**config.mk**
```make
export PLATFORM = sky130hd
export DESIGN_NAME = stopwatch_ctrl_flat
export DESIGN_NICKNAME = d
export VERILOG_FILES = /design/src/rtl/stopwatch_ctrl_if.sv /design/src/rtl/stopwatch_ctrl.sv /design/src/flat_wrapper.sv
export SDC_FILE = /design/constraint.sdc
export NUM_CORES = 1
export LEC_CHECK = 0
export ABC_AREA = 1
export BUFFER_PORTS_ARGS = -buffer_cell sky130_fd_sc_hd__buf_2
export CAP_MARGIN = 5
export CORE_ASPECT_RATIO = 1.2
export CORE_MARGIN = 10
export CORE_UTILIZATION = 60
export DETAILED_ROUTE_END_ITERATION = 8
export GPL_TIMING_DRIVEN = 1
export PLACE_DENSITY = 0.8
export SETUP_SLACK_MARGIN = 0.1
export SLEW_MARGIN = 20
export SYNTH_ARGS = -nofsm -noshare
export SYNTH_HDL_FRONTEND = slang
export SYNTH_SLANG_ARGS = --single-unit
```
**constraint.sdc**
```tcl
create_clock -name clk -period 3.58 [get_ports clk]
set_input_delay 0.179 -clock clk [delete_from_list [all_inputs] [get_ports clk]]
set_output_delay 0.179 -clock clk [all_outputs]
set_load 0.03 [all_outputs]
```
**src/rtl/stopwatch_ctrl_if.sv**
```systemverilog
// stopwatch_ctrl_if: bundles the stopwatch controller's button inputs,
// timebase tick and control/status outputs.
//   master : board/bench side, drives buttons and tick, observes outputs
//   slave  : controller side, consumes buttons and tick, drives outputs
interface stopwatch_ctrl_if;
    logic       btn_start_stop;
    logic       btn_lap;
    logic       btn_clear;
    logic       tick;
    logic       run;
    logic       timer_clear;
    logic       lap_clear;
    logic       lap_capture;
    logic [1:0] display_select;
    logic [1:0] state;

    modport master (
        output btn_start_stop, btn_lap, btn_clear, tick,
        input  run, timer_clear, lap_clear, lap_capture, display_select, state
    );

    modport slave (
        input  btn_start_stop, btn_lap, btn_clear, tick,
        output run, timer_clear, lap_clear, lap_capture, display_select, state
    );
endinterface

```
**src/rtl/stopwatch_ctrl.sv**
```systemverilog
// stopwatch_ctrl: synchronizes and debounces the three stopwatch buttons and
// sequences them through an IDLE/RUNNING/LAP_VIEW/STOPPED machine.
//   clk    : system clock
//   resetn : asynchronous active-low reset
//   bus    : slave side of stopwatch_ctrl_if
//            in : btn_start_stop, btn_lap, btn_clear (raw, async), tick
//            out: run, timer_clear, lap_clear, lap_capture (1-clk pulses),
//                 display_select (00 live/01 lap1/10 lap2), state
// Every output comes straight from a flop.

// One button lane: 2-flop synchronizer, debounce counter, registered
// rising-edge pulse.
module stopwatch_debounce #(
    parameter int DEBOUNCE_CYCLES = 4
) (
    input  logic clk,
    input  logic resetn,
    input  logic raw,
    output logic rise
);
    localparam int CW = (DEBOUNCE_CYCLES > 1) ? $clog2(DEBOUNCE_CYCLES) : 1;
    localparam logic [CW-1:0] LAST = CW'(DEBOUNCE_CYCLES - 1);

    logic [1:0]    sync;
    logic          db, db_q;
    logic [CW-1:0] cnt;

    always_ff @(posedge clk or negedge resetn) begin
        if (!resetn) begin
            sync <= '0;
            db   <= 1'b0;
            db_q <= 1'b0;
            cnt  <= '0;
            rise <= 1'b0;
        end else begin
            sync <= {sync[0], raw};
            db_q <= db;
            // Registered edge keeps the FSM input a flop, giving the
            // fixed DEBOUNCE_CYCLES+3 press-to-output latency.
            rise <= db & ~db_q;
            if (sync[1] != db) begin
                if (cnt == LAST) begin
                    db  <= sync[1];
                    cnt <= '0;
                end else begin
                    cnt <= cnt + 1'b1;
                end
            end else begin
                cnt <= '0;   // bounce back to accepted level restarts the count
            end
        end
    end
endmodule

module stopwatch_ctrl #(
    parameter int DEBOUNCE_CYCLES = 4,
    parameter int LAP_VIEW_TICKS  = 30
) (
    input  logic             clk,
    input  logic             resetn,
    stopwatch_ctrl_if.slave  bus
);
    localparam int TW = $clog2(LAP_VIEW_TICKS + 1);
    localparam logic [TW-1:0] TMO_LOAD = TW'(LAP_VIEW_TICKS);
    localparam logic [TW-1:0] TMO_LAST = TW'(1);

    typedef enum logic [1:0] {
        IDLE     = 2'b00,
        RUNNING  = 2'b01,
        LAP_VIEW = 2'b10,
        STOPPED  = 2'b11
    } state_t;

    // Button lanes: [0] start_stop, [1] lap, [2] clear
    logic [2:0] raw, rise;
    assign raw = {bus.btn_clear, bus.btn_lap, bus.btn_start_stop};

    for (genvar i = 0; i < 3; i++) begin : g_btn
        stopwatch_debounce #(.DEBOUNCE_CYCLES(DEBOUNCE_CYCLES)) u_db (
            .clk    (clk),
            .resetn (resetn),
            .raw    (raw[i]),
            .rise   (rise[i])
        );
    end

    // One event per cycle: start_stop > clear > lap; losers are dropped.
    logic sel_ss, sel_clr, sel_lap;
    assign sel_ss  = rise[0];
    assign sel_clr = rise[2] & ~rise[0];
    assign sel_lap = rise[1] & ~rise[0] & ~rise[2];

    state_t        st;
    logic          run_q, tclr_q, lclr_q, cap_q;
    logic [1:0]    disp_q;
    logic [TW-1:0] tmo;

    always_ff @(posedge clk or negedge resetn) begin
        if (!resetn) begin
            st     <= IDLE;
            run_q  <= 1'b0;
            tclr_q <= 1'b0;
            lclr_q <= 1'b0;
            cap_q  <= 1'b0;
            disp_q <= 2'b00;
            tmo    <= '0;
        end else begin
            tclr_q <= 1'b0;
            lclr_q <= 1'b0;
            cap_q  <= 1'b0;
            case (st)
                IDLE: begin
                    run_q  <= 1'b0;
                    disp_q <= 2'b00;
                    if (sel_ss) begin
                        st    <= RUNNING;
                        run_q <= 1'b1;
                    end else if (sel_clr) begin
                        tclr_q <= 1'b1;
                        lclr_q <= 1'b1;
                    end
                end
                RUNNING: begin
                    if (sel_ss) begin
                        st    <= STOPPED;
                        run_q <= 1'b0;
                    end else if (sel_lap) begin
                        st     <= LAP_VIEW;
                        cap_q  <= 1'b1;
                        disp_q <= 2'b01;
                        tmo    <= TMO_LOAD;
                    end
                end
                LAP_VIEW: begin
                    // Loading happens on a lap edge, so a tick in that same
                    // cycle is never counted.
                    if (sel_ss) begin
                        st     <= STOPPED;
                        run_q  <= 1'b0;
                        disp_q <= 2'b00;
                    end else if (sel_lap) begin
                        cap_q <= 1'b1;
                        tmo   <= TMO_LOAD;
                    end else if (bus.tick) begin
                        tmo <= tmo - 1'b1;
                        if (tmo == TMO_LAST) begin
                            st     <= RUNNING;
                            disp_q <= 2'b00;
                        end
                    end
                end
                STOPPED: begin
                    if (sel_ss) begin
                        st     <= RUNNING;
                        run_q  <= 1'b1;
                        disp_q <= 2'b00;
                    end else if (sel_clr) begin
                        st     <= IDLE;
                        tclr_q <= 1'b1;
                        lclr_q <= 1'b1;
                        disp_q <= 2'b00;
                    end else if (sel_lap) begin
                        disp_q <= (disp_q == 2'b10) ? 2'b00 : disp_q + 2'b01;
                    end
                end
                default: st <= IDLE;
            endcase
        end
    end

    assign bus.run            = run_q;
    assign bus.timer_clear    = tclr_q;
    assign bus.lap_clear      = lclr_q;
    assign bus.lap_capture    = cap_q;
    assign bus.display_select = disp_q;
    assign bus.state          = st;
endmodule

```
**src/flat_wrapper.sv**
```systemverilog
// flat-port wrapper written by rule: the top's interface ports become plain ports
module stopwatch_ctrl_flat 
#(
    parameter int DEBOUNCE_CYCLES = 4,
    parameter int LAP_VIEW_TICKS  = 30
)
  (clk, resetn, bus_btn_start_stop, bus_btn_lap, bus_btn_clear, bus_tick, bus_run, bus_timer_clear, bus_lap_clear, bus_lap_capture, bus_display_select, bus_state);
  stopwatch_ctrl_if bus_i ();
  input  logic clk;
  input  logic resetn;
  input wire logic [$bits(bus_i.btn_start_stop)-1:0] bus_btn_start_stop;
  input wire logic [$bits(bus_i.btn_lap)-1:0] bus_btn_lap;
  input wire logic [$bits(bus_i.btn_clear)-1:0] bus_btn_clear;
  input wire logic [$bits(bus_i.tick)-1:0] bus_tick;
  output wire logic [$bits(bus_i.run)-1:0] bus_run;
  output wire logic [$bits(bus_i.timer_clear)-1:0] bus_timer_clear;
  output wire logic [$bits(bus_i.lap_clear)-1:0] bus_lap_clear;
  output wire logic [$bits(bus_i.lap_capture)-1:0] bus_lap_capture;
  output wire logic [$bits(bus_i.display_select)-1:0] bus_display_select;
  output wire logic [$bits(bus_i.state)-1:0] bus_state;
  assign bus_i.btn_start_stop = bus_btn_start_stop;
  assign bus_i.btn_lap = bus_btn_lap;
  assign bus_i.btn_clear = bus_btn_clear;
  assign bus_i.tick = bus_tick;
  assign bus_run = bus_i.run;
  assign bus_timer_clear = bus_i.timer_clear;
  assign bus_lap_clear = bus_i.lap_clear;
  assign bus_lap_capture = bus_i.lap_capture;
  assign bus_display_select = bus_i.display_select;
  assign bus_state = bus_i.state;
  stopwatch_ctrl #(.DEBOUNCE_CYCLES(DEBOUNCE_CYCLES), .LAP_VIEW_TICKS(LAP_VIEW_TICKS)) u_core (.clk(clk), .resetn(resetn), .bus(bus_i));
endmodule
```
After elaboration in Yosys (flattened, before gate mapping)
Cells that the tools add are included.

Output and inout bits: 8. Bits in registers: 33.

Equal/unequal tests: 24. Bitwise operators: 11. Multiplexer cells: 43. Reductions and logical operators: 11. Add/subtract/negate cells: 5.

Operators by type and width (count): $mux W2 (25); $mux W5 (5); $pmux W2 S4 (2); $eq A2 B2 Y1 const B (6); $ne A3 B2 Y1 const B (4); $reduce_and A6 Y1 (2); $pmux W5 S2 (1); $mux W1 (9); $add A2 B1 Y2 const B (4); $ne A2 B2 Y1 const B (4); $reduce_and A2 Y1 (4); $and A1 B1 Y1 (6); $ne A3 B3 Y1 const B (2); $eq A5 B1 Y1 const B (1); $not A1 Y1 (5); $reduce_and A5 Y1 (1); $sub A5 B1 Y5 const B (1); $ne A2 B1 Y1 const B (2); $ne A4 B2 Y1 const B (1); $reduce_or A2 Y1 (2); $ne A1 B1 Y1 (3); $pmux W1 S3 (1); $eq A2 B1 Y1 const B (1); $logic_not A2 Y1 (1); $reduce_bool A2 Y1 (1).

Logic depth before layout (Yosys ltp)
Gate-level depths: netlist of the first run.

Depth after elaboration: 7. Mapped depth: 9. Depth with buffers taken out: 9.

Hierarchy
From an unflattened synthesis of the first run, not the netlist that was laid out.

Cell total of the unflattened synthesis: 166. Area total of the unflattened synthesis: 1508.9 µm².

By module, submodules not included: stopwatch_ctrl (cells an instance 106, times used 1, area each 799.5 µm²); stopwatch_debounce (cells an instance 20, times used 3, area each 236.5 µm²).

Worst setup path after synthesis of the first run
Ideal clock, no wire load.

Path type: reg-to-reg. From: reg u_core.st[0], in the netlist u_core.bus.state[0]. To: reg u_core.tmo[2]. Path buffers: 0. Period minus slack after synthesis: 1637 ps. Required time: 3460 ps. Arrival time: 1517 ps. Stages on the path, launching flop included: 9. Slack: 1943 ps. Cells stage by stage: dfrtp_1 inv_1 ha_1 inv_1 nor2_1 o21ai_2 nand2_4 o21ai_1 nand2_1.

Longest elaborated chain between the ends: 3. Elaborated cells between the ends (all ways): 9.

RTL lines: start: declaration (line stopwatch_ctrl.sv:93) `state_t st;`; start signal: assignment (line stopwatch_ctrl.sv:100) `st <= IDLE;`; start signal: assignment (line stopwatch_ctrl.sv:116) `st <= RUNNING;`; start signal: assignment (line stopwatch_ctrl.sv:125) `st <= STOPPED;`; $eq A2 B2 Y1 or $eq A2 B1 Y1 (tied branches) (line stopwatch_ctrl.sv:111) `case (st)`; $ne A3 B2 Y1 (no source line) (tied with other cells); $reduce_and A5 Y1 (no source line); end signal: assignment (line stopwatch_ctrl.sv:145) `tmo <= tmo - 1'b1;`; end: declaration (line stopwatch_ctrl.sv:96) `logic [TW-1:0] tmo;`.

Several ways; a longest one is shown, not always the timed one. A chain may end at the register's enable or synchronous reset.

Final worst setup path of the first run
From: reg u_core.st[0], in the netlist u_core.bus.state[0]. To: reg u_core.tmo[4].

Same word-level chain as after synthesis.

==> impl_metrics.tcl, run 1 <==
set metrics [dict create \
    synth_edf_count 0 \
    final_util 0.7236 \
    dieArea_mm2 0.004950 \
    place_area_mm2 0.001614 \
    period_needed_ns 1.558 \
    synthFlopType "dfrtp_1" \
    fin_nets 200 \
    place.port_buffers 13 \
    cellPowerDensity_mw_per_mm2 868.2 \
    max_freq_mhz 642.0 \
    clock_skew_ns 0.01126 \
    synth-xor-area-share 0.02308 \
    synth_top_area_frac 0.5441 \
    hp-start "u_core.g_btn[1].u_db.sync[0]" \
    min_to "u_core.g_btn[1].u_db.sync[1]" \
    die_h_um 75.10 \
    grt_pass1_wl_um 4629 \
    worst_slack_ns 2.022 \
    antenna_found_initial 0 \
    synthCells 161 \
    track_usage 0.1203 \
    insertion_delay_ns 0.31 \
    r2r_cells 7 \
    fp.dieW_um 65.91 \
    tightest_slew_ns 0.6861 \
    first_pass_iters 4 \
    crit_path_end_kind "register" \
    cts.sinks 33 \
    yosys_register_bits 33 \
    grt_max_degree 34 \
    via_per_inst 5.046 \
    regToRegSetupSlack_ns 2.02 \
    ant_nets 0 \
    post-route-drc-count 0 \
    start_kind "register" \
    startpoint "u_core.bus.state[0]" \
    routed_wl_um 2506 \
    ioPinCount 14 \
    row_count 19 \
    tritoncts "yes" \
    yosys_warnings 0 \
    synth_top_cells_by_area "dfrtp_1, nand2_1, ha_1" \
    cts_inserted_buffers 5 \
    arrival_ns 1.77 \
    max_cap_viol_count 0 \
    design_area_mm2 0.001703 \
    core_mm2 0.002354 \
    place_hpwl_um 1941 \
    initial_core_util 0.6449 \
    vias 1090 \
    clk_pin_slew_ns 0.09 \
    hold_viol_final 0 \
    fin_crit_sh 0.4351 \
    gp_congestion 0.8176 \
    syn_avg_cell_area_um2 9.427 \
    cts_max_level 2 \
    setup_viol 0 \
    synth_mux_area_frac 0 \
    synth_top_family_by_area "simple AND/OR/NAND/NOR gates" \
    routedWlPerCell_um 11.60 \
    grt_pass1_vias 1123 \
    post-place-ws_ns 2.023 \
    yosysSeqAreaShare 0.5441 \
    cp_max_fo 6 \
    synth_nets 177 \
    ir_drop_uv 673.6 \
    met1_usage 0.1122 \
    slew_headroom 0.5426 \
    grt-ovfl-total 0 \
    timing.rr.start "u_core.bus.state[0]" \
    hold_depth 0 \
    async_flop_share 1.000 \
    crit_type "register to register" \
    use_met3 0.05638 \
    synth-simple-area-share 0.2193 \
    syn_to_final_growth_pct 12.20 \
    drive_gt1_frac 0.1568 \
    rsz0062_at_grt "false" \
    root_buffer "clkbuf_4" \
    worstPathRequired_ns 3.79 \
    n_antenna_cell 0 \
    yosys.area.top_type "dfrtp_1" \
    slew_violations 0 \
    synth_compound_area_frac 0.06348 \
    drt_iter0_markers 93 \
    hold_path.class "register to register" \
    synth_adder_area_share 0.08244 \
    grt-busiest-layer "met2" \
    clk_path_buf_depth 2 \
    synth_cell_types 21 \
    r2r-end "u_core.tmo[4]" \
    status "complete, no violations" \
    grt_use_met2 0.2129 \
    tns_ns 0 \
    synth_area_mm2 0.001518 \
    p_leak_nw 0.8953 \
]
[kinds of logic after synthesis]
family	Yosys count
simple gates	72
compound gates	17
buf+inv	25
fa+ha+maj	10
flops	33
xor+xnor	4
[cell usage in the layout (no fill, tap or decap)]
master         Yosys  layout
a21oi_2            1       1
o21ai_1            3       3
clkbuf_1           0       3
dlygate4sd3_1      0       4
nor2_2             2       2
nand2_4            3       3
xor2_1             1       1
dfrtp_1           33      33
o21ai_2            2       2
nand3b_1           1       1
ha_1              10      10
nor2_1            15      15
a21oi_1            1       1
o21ai_0           10      10
nand2_1           35      35
nand3_1           10      10
inv_1             23      23
clkbuf_4           0       5
clkinv_4           1       1
nand3_2            1       1
buf_2              0      13
xnor2_1            3       3
nor3_1             4       4
nor2_4             1       1
[critical path: stages, from the launching register on]
cell     delay (ns)
dfrtp_1        0.45
inv_1          0.15
ha_1           0.22
inv_1          0.10
a21oi_1        0.24
nand2_4        0.12
o21ai_1        0.13
nand2_1        0.06
[repair_timing]
| item | CTS | global route |
|---|---|---|
| hold endpoints to repair | 36 | 0 |
| buffers inserted | 0 | 0 |
| hold buffers | 4 | 0 |
| gates resized for setup | 0 | 0 |
[area by class of cell]
cell class / count / area (µm²)
Fill cell: 169 / 650.6
Inverter: 24 / 95.09
Multi-Input combinational cell: 103 / 589.3
Tap cell: 31 / 38.79
Timing Repair Buffer: 17 / 105.1
Clock buffer: 8 / 48.80
Sequential cell: 33 / 825.8
[cells in the mapped netlist (2+ instances only)]
master   instances
nor2_2           2
nor3_1           4
nand2_1         35
xnor2_1          3
dfrtp_1         33
ha_1            10
nand3_1         10
nand2_4          3
inv_1           23
o21ai_0         10
o21ai_1          3
o21ai_2          2
nor2_1          15
[worst max path at each step]
stage                                to  slack (ns)  cells after the start
after global placement    u_core.tmo[4]        2.12                      7
after detailed placement  u_core.tmo[2]        2.02                      7
final                     u_core.tmo[4]        2.02                      7
after global routing      u_core.tmo[2]        1.89                      7
after CTS                 u_core.tmo[2]        2.01                      7
after floorplan           u_core.tmo[2]        1.94                      8
[per-layer routing]
layer,up-vias,share of wire
li1,546,-
met1,523,0.39
met2,17,0.54
met3,4,0.057
met4,0,0.016
met5,-,0
[metrics by stage]
step / std cells / total power, mW / hold WS (ns)
floorplan: 161 / 1.141 / -0.1166
global placement: 204 / 1.257 / 0.2469
detailed placement: 204 / 1.306 / 0.2724
global route: 216 / 1.628 / 0.3641
finish: 216 / 1.478 / 0.3574
CTS: 216 / 1.499 / 0.3612
[sequential cells by signal (all words and copies together), names as in the netlist, 2 cells and up]
register / count
u_core.bus.display_select: 2
u_core.bus.state: 2
u_core.g_btn.u_db.cnt: 6
u_core.g_btn.u_db.db: 3
u_core.g_btn.u_db.db_q: 3
u_core.g_btn.u_db.rise: 3
u_core.g_btn.u_db.sync: 6
u_core.tmo: 5
[report_power, final]
group          internal [mW]  switching [mW]
sequential             0.507           0.107
combinational          0.241           0.437
clock                 0.0783           0.108
(Power assumes the default switching activity.)
==> inputs of run 2 (changes only) <==
--- a/config.mk
+++ b/config.mk
@@ -10,10 +10,10 @@
 export CAP_MARGIN = 5
 export CORE_ASPECT_RATIO = 1.2
 export CORE_MARGIN = 10
-export CORE_UTILIZATION = 60
+export CORE_UTILIZATION = 57
 export DETAILED_ROUTE_END_ITERATION = 8
 export GPL_TIMING_DRIVEN = 1
-export PLACE_DENSITY = 0.8
+export PLACE_DENSITY = 0.77
 export SETUP_SLACK_MARGIN = 0.1
 export SLEW_MARGIN = 20
 export SYNTH_ARGS = -nofsm -noshare
==> constraint.sdc (replaced) <==
create_clock -name clk -period 1.5 [get_ports clk]
set_input_delay 0.075 -clock clk [delete_from_list [all_inputs] [get_ports clk]]
set_output_delay 0.075 -clock clk [all_outputs]
set_load 0.03 [all_outputs]
==> impl_metrics.tcl, run 2 (synthesis results as in run 1) <==
set metrics [dict create \
    first_pass_iters 4 \
    drive_gt1_frac 0.2781 \
    rsz0062_at_grt "true" \
    fp.dieW_um 67.11 \
    crit_path_end_kind "register" \
    place_inst 206 \
    n_antenna_cell 0 \
    holdWs_ns 0.2586 \
    track_usage 0.1194 \
    tritoncts "yes" \
    row_count 20 \
    fin_cells 220 \
    insertion_delay_ns 0.33 \
    tns_ns 0 \
    routed_wl_um 2836 \
    fin_nets 202 \
    status "complete, no violations" \
    grt_pass1_vias 1139 \
    critPathSlowestCell "dfrtp_2" \
    hold_path.class "primary input to register" \
    path_cells "inv_4, ha_4, inv_6, a21oi_2, nand2_4, o21ai_2, nand2_1" \
    grt_pass1_wl_um 4754 \
    place_hpwl_um 2015 \
    total_power_mw 4.040 \
    final_common_cell "nand2_1" \
    routedWlPerCell_um 12.89 \
    ioPinCount 14 \
    syn_to_final_growth_pct 20.69 \
    via_per_inst 5.109 \
    gp_congestion 0.8581 \
    clk_pin_slew_ns 0.10 \
    ir_drop_uv 1107 \
    setup_viol 0 \
    crit_type "register to register" \
    reg_top3 "u_core.g_btn.u_db.cnt x6, u_core.g_btn.u_db.sync x6, u_core.tmo x5" \
    cts_max_level 2 \
    fin_crit_sh 0.9152 \
    ant_nets 0 \
    grt_max_degree 34 \
    p_leak_nw 0.9228 \
    slew_violations 0 \
    drt_iter0_markers 90 \
    cts_inserted_buffers 5 \
    max_cap_viol_count 0 \
    vias 1124 \
    core_mm2 0.002552 \
    worst_slack_ns 0.1273 \
    cp_slowest_stage_delay_ns 0.49 \
    final_util 0.7176 \
    root_buffer "clkbuf_4" \
    initial_core_util 0.5946 \
    tightest_slew_ns 0.6948 \
    grt-ovfl-total 0 \
    hold_viol_final 0 \
    max_freq_mhz 728.5 \
    clock_skew_ns 0.007256 \
    design_area_mm2 0.001832 \
    clk_path_buf_depth 2 \
    period_needed_ns 1.373 \
    cellPowerDensity_mw_per_mm2 2206 \
    post-place-ws_ns 0.07702 \
    die_h_um 76.53 \
    worstPathRequired_ns 1.73 \
    fill_cells 198 \
    post-route-drc-count 0 \
    cts.sinks 33 \
    antenna_found_initial 0 \
    start_kind "register" \
    layout_common_cells "nand2_1, dfrtp_1, inv_1" \
    place.port_buffers 13 \
    place_area_mm2 0.001640 \
    arrival_ns 1.60 \
    slew_headroom 0.5368 \
    cp_max_fo 6 \
    dieArea_mm2 0.005135 \
]
==> run 2: critical path: cells and delay by family (launching register included) <==
family | cells | cell delay (ns)
flops | 1 | 0.49
fa+ha+maj | 1 | 0.17
simple gates | 2 | 0.17
compound gates | 2 | 0.30
buf+inv | 2 | 0.15
==> run 2: report_power, final <==
group	switching (mW)	internal, mW	total (mW)
Combinational	1.16	0.675	1.84
Clock	0.287	0.398	0.685
Sequential	0.300	1.22	1.52
Total	1.75	2.29	4.04
==> run 2: worst paths after layout <==
| path | from | endpoint | slack, ns | cells past startpoint |
|---|---|---|---|---|
| worst min-delay path | bus_tick | u_core.tmo[0] | 0.26 | 5 |
| max in group asynchronous | resetn | u_core.g_btn[0].u_db.rise | 0.70 | 2 |
| worst max-delay path | u_core.bus.state[0] | u_core.tmo[2] | 0.13 | 7 |
| min in group asynchronous | resetn | u_core.bus.lap_capture | 0.31 | 2 |
| worst max register to register | u_core.bus.state[0] | u_core.tmo[2] | 0.13 | 7 |
| worst min register to register | u_core.g_btn[1].u_db.sync[0] | u_core.g_btn[1].u_db.sync[1] | 0.36 | 0 |
==> run 2: area by class of cell <==
cell class	count	area (µm²)	share of cell area
well taps	33	41.29	0.02254
inverters	24	102.6	0.05601
flip-flops and latches	33	829.5	0.4529
repair buffers	19	120.1	0.06557
clock buffers	7	55.05	0.03005
clock inverters	1	30.03	0.01639
multi-input cells	103	653.1	0.3566
==> run 2: layer usage <==
| metal | track usage | vias up | part of all wire |
|---|---|---|---|
| li1 | - | 555 | - |
| met2 | 0.1930 | 26 | 0.52 |
| met3 | 0.04853 | 8 | 0.069 |
| met1 | 0.1214 | 535 | 0.39 |
| met4 | 0.07613 | 0 | 0.028 |
| met5 | 0 | - | 0 |
==> run 2: what timing repair did <==
action / 4_1_cts / 5_1_grt
hold buffers: 4 / 0
endpoints found under the setup margin: 5 / 9
buffers inserted: 1 / 1
hold endpoints to repair: 36 / 0
pin swaps: 1 / 2
gates resized for setup: 2 / 14
==> inputs of run 3 (changes only) <==
--- a/config.mk
+++ b/config.mk
@@ -18,4 +18,5 @@
 export SLEW_MARGIN = 20
 export SYNTH_ARGS = -nofsm -noshare
 export SYNTH_HDL_FRONTEND = slang
+export SYNTH_HIERARCHICAL = 1
 export SYNTH_SLANG_ARGS = --single-unit
==> impl_metrics.tcl, run 3 <==
set metrics [dict create \
    status "complete, no violations" \
    yosysSeqAreaShare 0.5473 \
    clk_path_buf_depth 2 \
    timing.rr.start "u_core/bus.state[1]" \
    rsz0062_at_grt "true" \
    final_common_cell "nand2_1" \
    cts.sinks 33 \
    fin_crit_sh 0.9225 \
    r2r-end "u_core/bus.state[1]" \
    crit_path_end_kind "register" \
    synthCells 166 \
    tns_ns 0 \
    start_kind "register" \
    synth_cell_types 21 \
    post-place-ws_ns 0.05568 \
    row_count 20 \
    total_power_mw 4.097 \
    arrival_ns 1.63 \
    worstPathRequired_ns 1.75 \
    synthFlopType "dfrtp_1" \
    worst_slack_ns 0.1163 \
    tightest_slew_ns 0.5163 \
    fin_nets 219 \
    cts_max_level 2 \
    routedWlPerCell_um 12.86 \
    grt-ovfl-total 0 \
    slew_violations 0 \
    vias 1163 \
    drive_gt1_frac 0.3333 \
    period_needed_ns 1.384 \
    cellPowerDensity_mw_per_mm2 2180 \
    slew_headroom 0.6558 \
    async_flop_share 1.000 \
    core_mm2 0.002527 \
    reg_top3 "u_core/g_btn.u_db/cnt x6, u_core/g_btn.u_db/sync x6, u_core/tmo x5" \
    final_util 0.7436 \
    ir_drop_uv 1265 \
    root_buffer "clkbuf_4" \
    grt_pass1_wl_um 5195 \
    post-synth-top-count-cell "nand2_1" \
    grt_max_degree 25 \
    ioPinCount 14 \
    ant_nets 0 \
    cp_max_fo 5 \
    r2r_cells 8 \
    place_hpwl_um 2102 \
    design_area_mm2 0.001879 \
    regToRegSetupSlack_ns 0.12 \
    gp_congestion 0.8123 \
    via_per_inst 4.907 \
    ys_top_cells_by_count "nand2_1, dfrtp_1, inv_1" \
    crit_type "register to register" \
    synth_area_mm2 0.001509 \
    setup_viol 0 \
    layout_common_cells "nand2_1, dfrtp_1, inv_1, nor2_1, buf_4" \
    max_freq_mhz 722.7 \
    die_h_um 76.36 \
    p_leak_nw 0.9771 \
    clk_pin_slew_ns 0.10 \
    cts_inserted_buffers 5 \
    hold_viol_final 0 \
    clock_skew_ns 0.008988 \
    n_antenna_cell 0 \
    regArea_um2 828.3 \
    startpoint "u_core/bus.state[1]" \
    place_inst 213 \
    hold_path.class "primary input to async pin" \
    antenna_found_initial 0 \
    holdWs_ns 0.2218 \
    yosys.area.top_type "dfrtp_1" \
    synth_nets 182 \
    max_cap_viol_count 0 \
    yosys_register_bits 33 \
    place.port_buffers 13 \
    grt_pass1_vias 1202 \
    post-route-drc-count 0 \
    synth_edf_count 0 \
    place_area_mm2 0.001657 \
    synth_top_cells_by_area "dfrtp_1, nand2_1, ha_1" \
    cp-endpoint "u_core/bus.state[1]" \
    fin_cells 237 \
    tritoncts "yes" \
    initial_core_util 0.5970 \
    insertion_delay_ns 0.35 \
    dieArea_mm2 0.005114 \
    fill_cells 182 \
    drt_iter0_markers 50 \
    syn_to_final_growth_pct 24.54 \
    track_usage 0.1322 \
    routed_wl_um 3048 \
    first_pass_iters 4 \
    fp.dieW_um 66.97 \
    syn_avg_cell_area_um2 9.090 \
    multi_input_area_um2 646.9 \
    synth_top_area_frac 0.5473 \
    yosys_warnings 6 \
]
-- run 3: final cells by class --
class | count | area share
clock buffers | 6 | 0.02197
clock inverters | 2 | 0.005326
inverters | 25 | 0.05393
multi-input cells | 107 | 0.3442
flip-flops and latches | 33 | 0.4407
well taps | 33 | 0.02197
repair buffers | 31 | 0.1119
-- run 3: cell families (layout without fill, tap and decap cells) --
| logic type | Yosys count | count (layout) | share of synthesized area |
|---|---|---|---|
| buffers and inverters | 26 | 64 | 0.06717 |
| DFF | 33 | 33 | 0.5473 |
| AOI/OAI and AO/OA | 16 | 16 | 0.05721 |
| and+or+nand+nor | 80 | 80 | 0.2396 |
| xor gates and xnor gates | 1 | 1 | 0.005805 |
| adders and majority gates | 10 | 10 | 0.08292 |
-- run 3: worst max-delay path: stages, from the launching register on --
cell,delay [ns]
dfrtp_2,0.48
ha_4,0.20
buf_4,0.13
nand3_1,0.09
nand2_2,0.10
nor2_4,0.12
nand2_2,0.06
nand2_1,0.06
nand2_1,0.05
-- run 3: what timing repair did --
| item | CTS | global route |
|---|---|---|
| gates resized for setup | 3 | 14 |
| setup endpoints to repair | 6 | 9 |
| hold endpoints to repair | 25 | 0 |
| setup buffers | 8 | 4 |
| pin swaps | 3 | 7 |
| hold buffers | 4 | 0 |
-- run 3: routing by layer --
metal / GRT usage / share of wire / wire (µm)
met1: 0.1366 / 0.40 / 1223
met2: 0.2129 / 0.51 / 1567
met3: 0.05588 / 0.052 / 160
met4: 0.07819 / 0.031 / 96
met5: 0 / 0 / 0
-- run 3: power breakdown --
part | switching (mW) | leakage (nW) | internal [mW]
Combinational | 1.27 | 0.537 | 0.855
Sequential | 0.260 | 0.408 | 1.23
Clock | 0.308 | 0.0320 | 0.178
Total | 1.84 | 0.977 | 2.26
-- run 3: how the worst min path moves through the flow --
stage	startpoint	to	slack, ns	depth (start not counted)
floorplan	resetn	u_core/bus.display_select[0]	-0.22	0
global placement	resetn	u_core/bus.display_select[1]	0.07	1
detailed placement	resetn	u_core/bus.display_select[1]	0.07	1
CTS	resetn	u_core/bus.display_select[0]	0.22	2
global route	resetn	u_core/bus.display_select[0]	0.27	2
finish	resetn	u_core/bus.display_select[0]	0.22	2
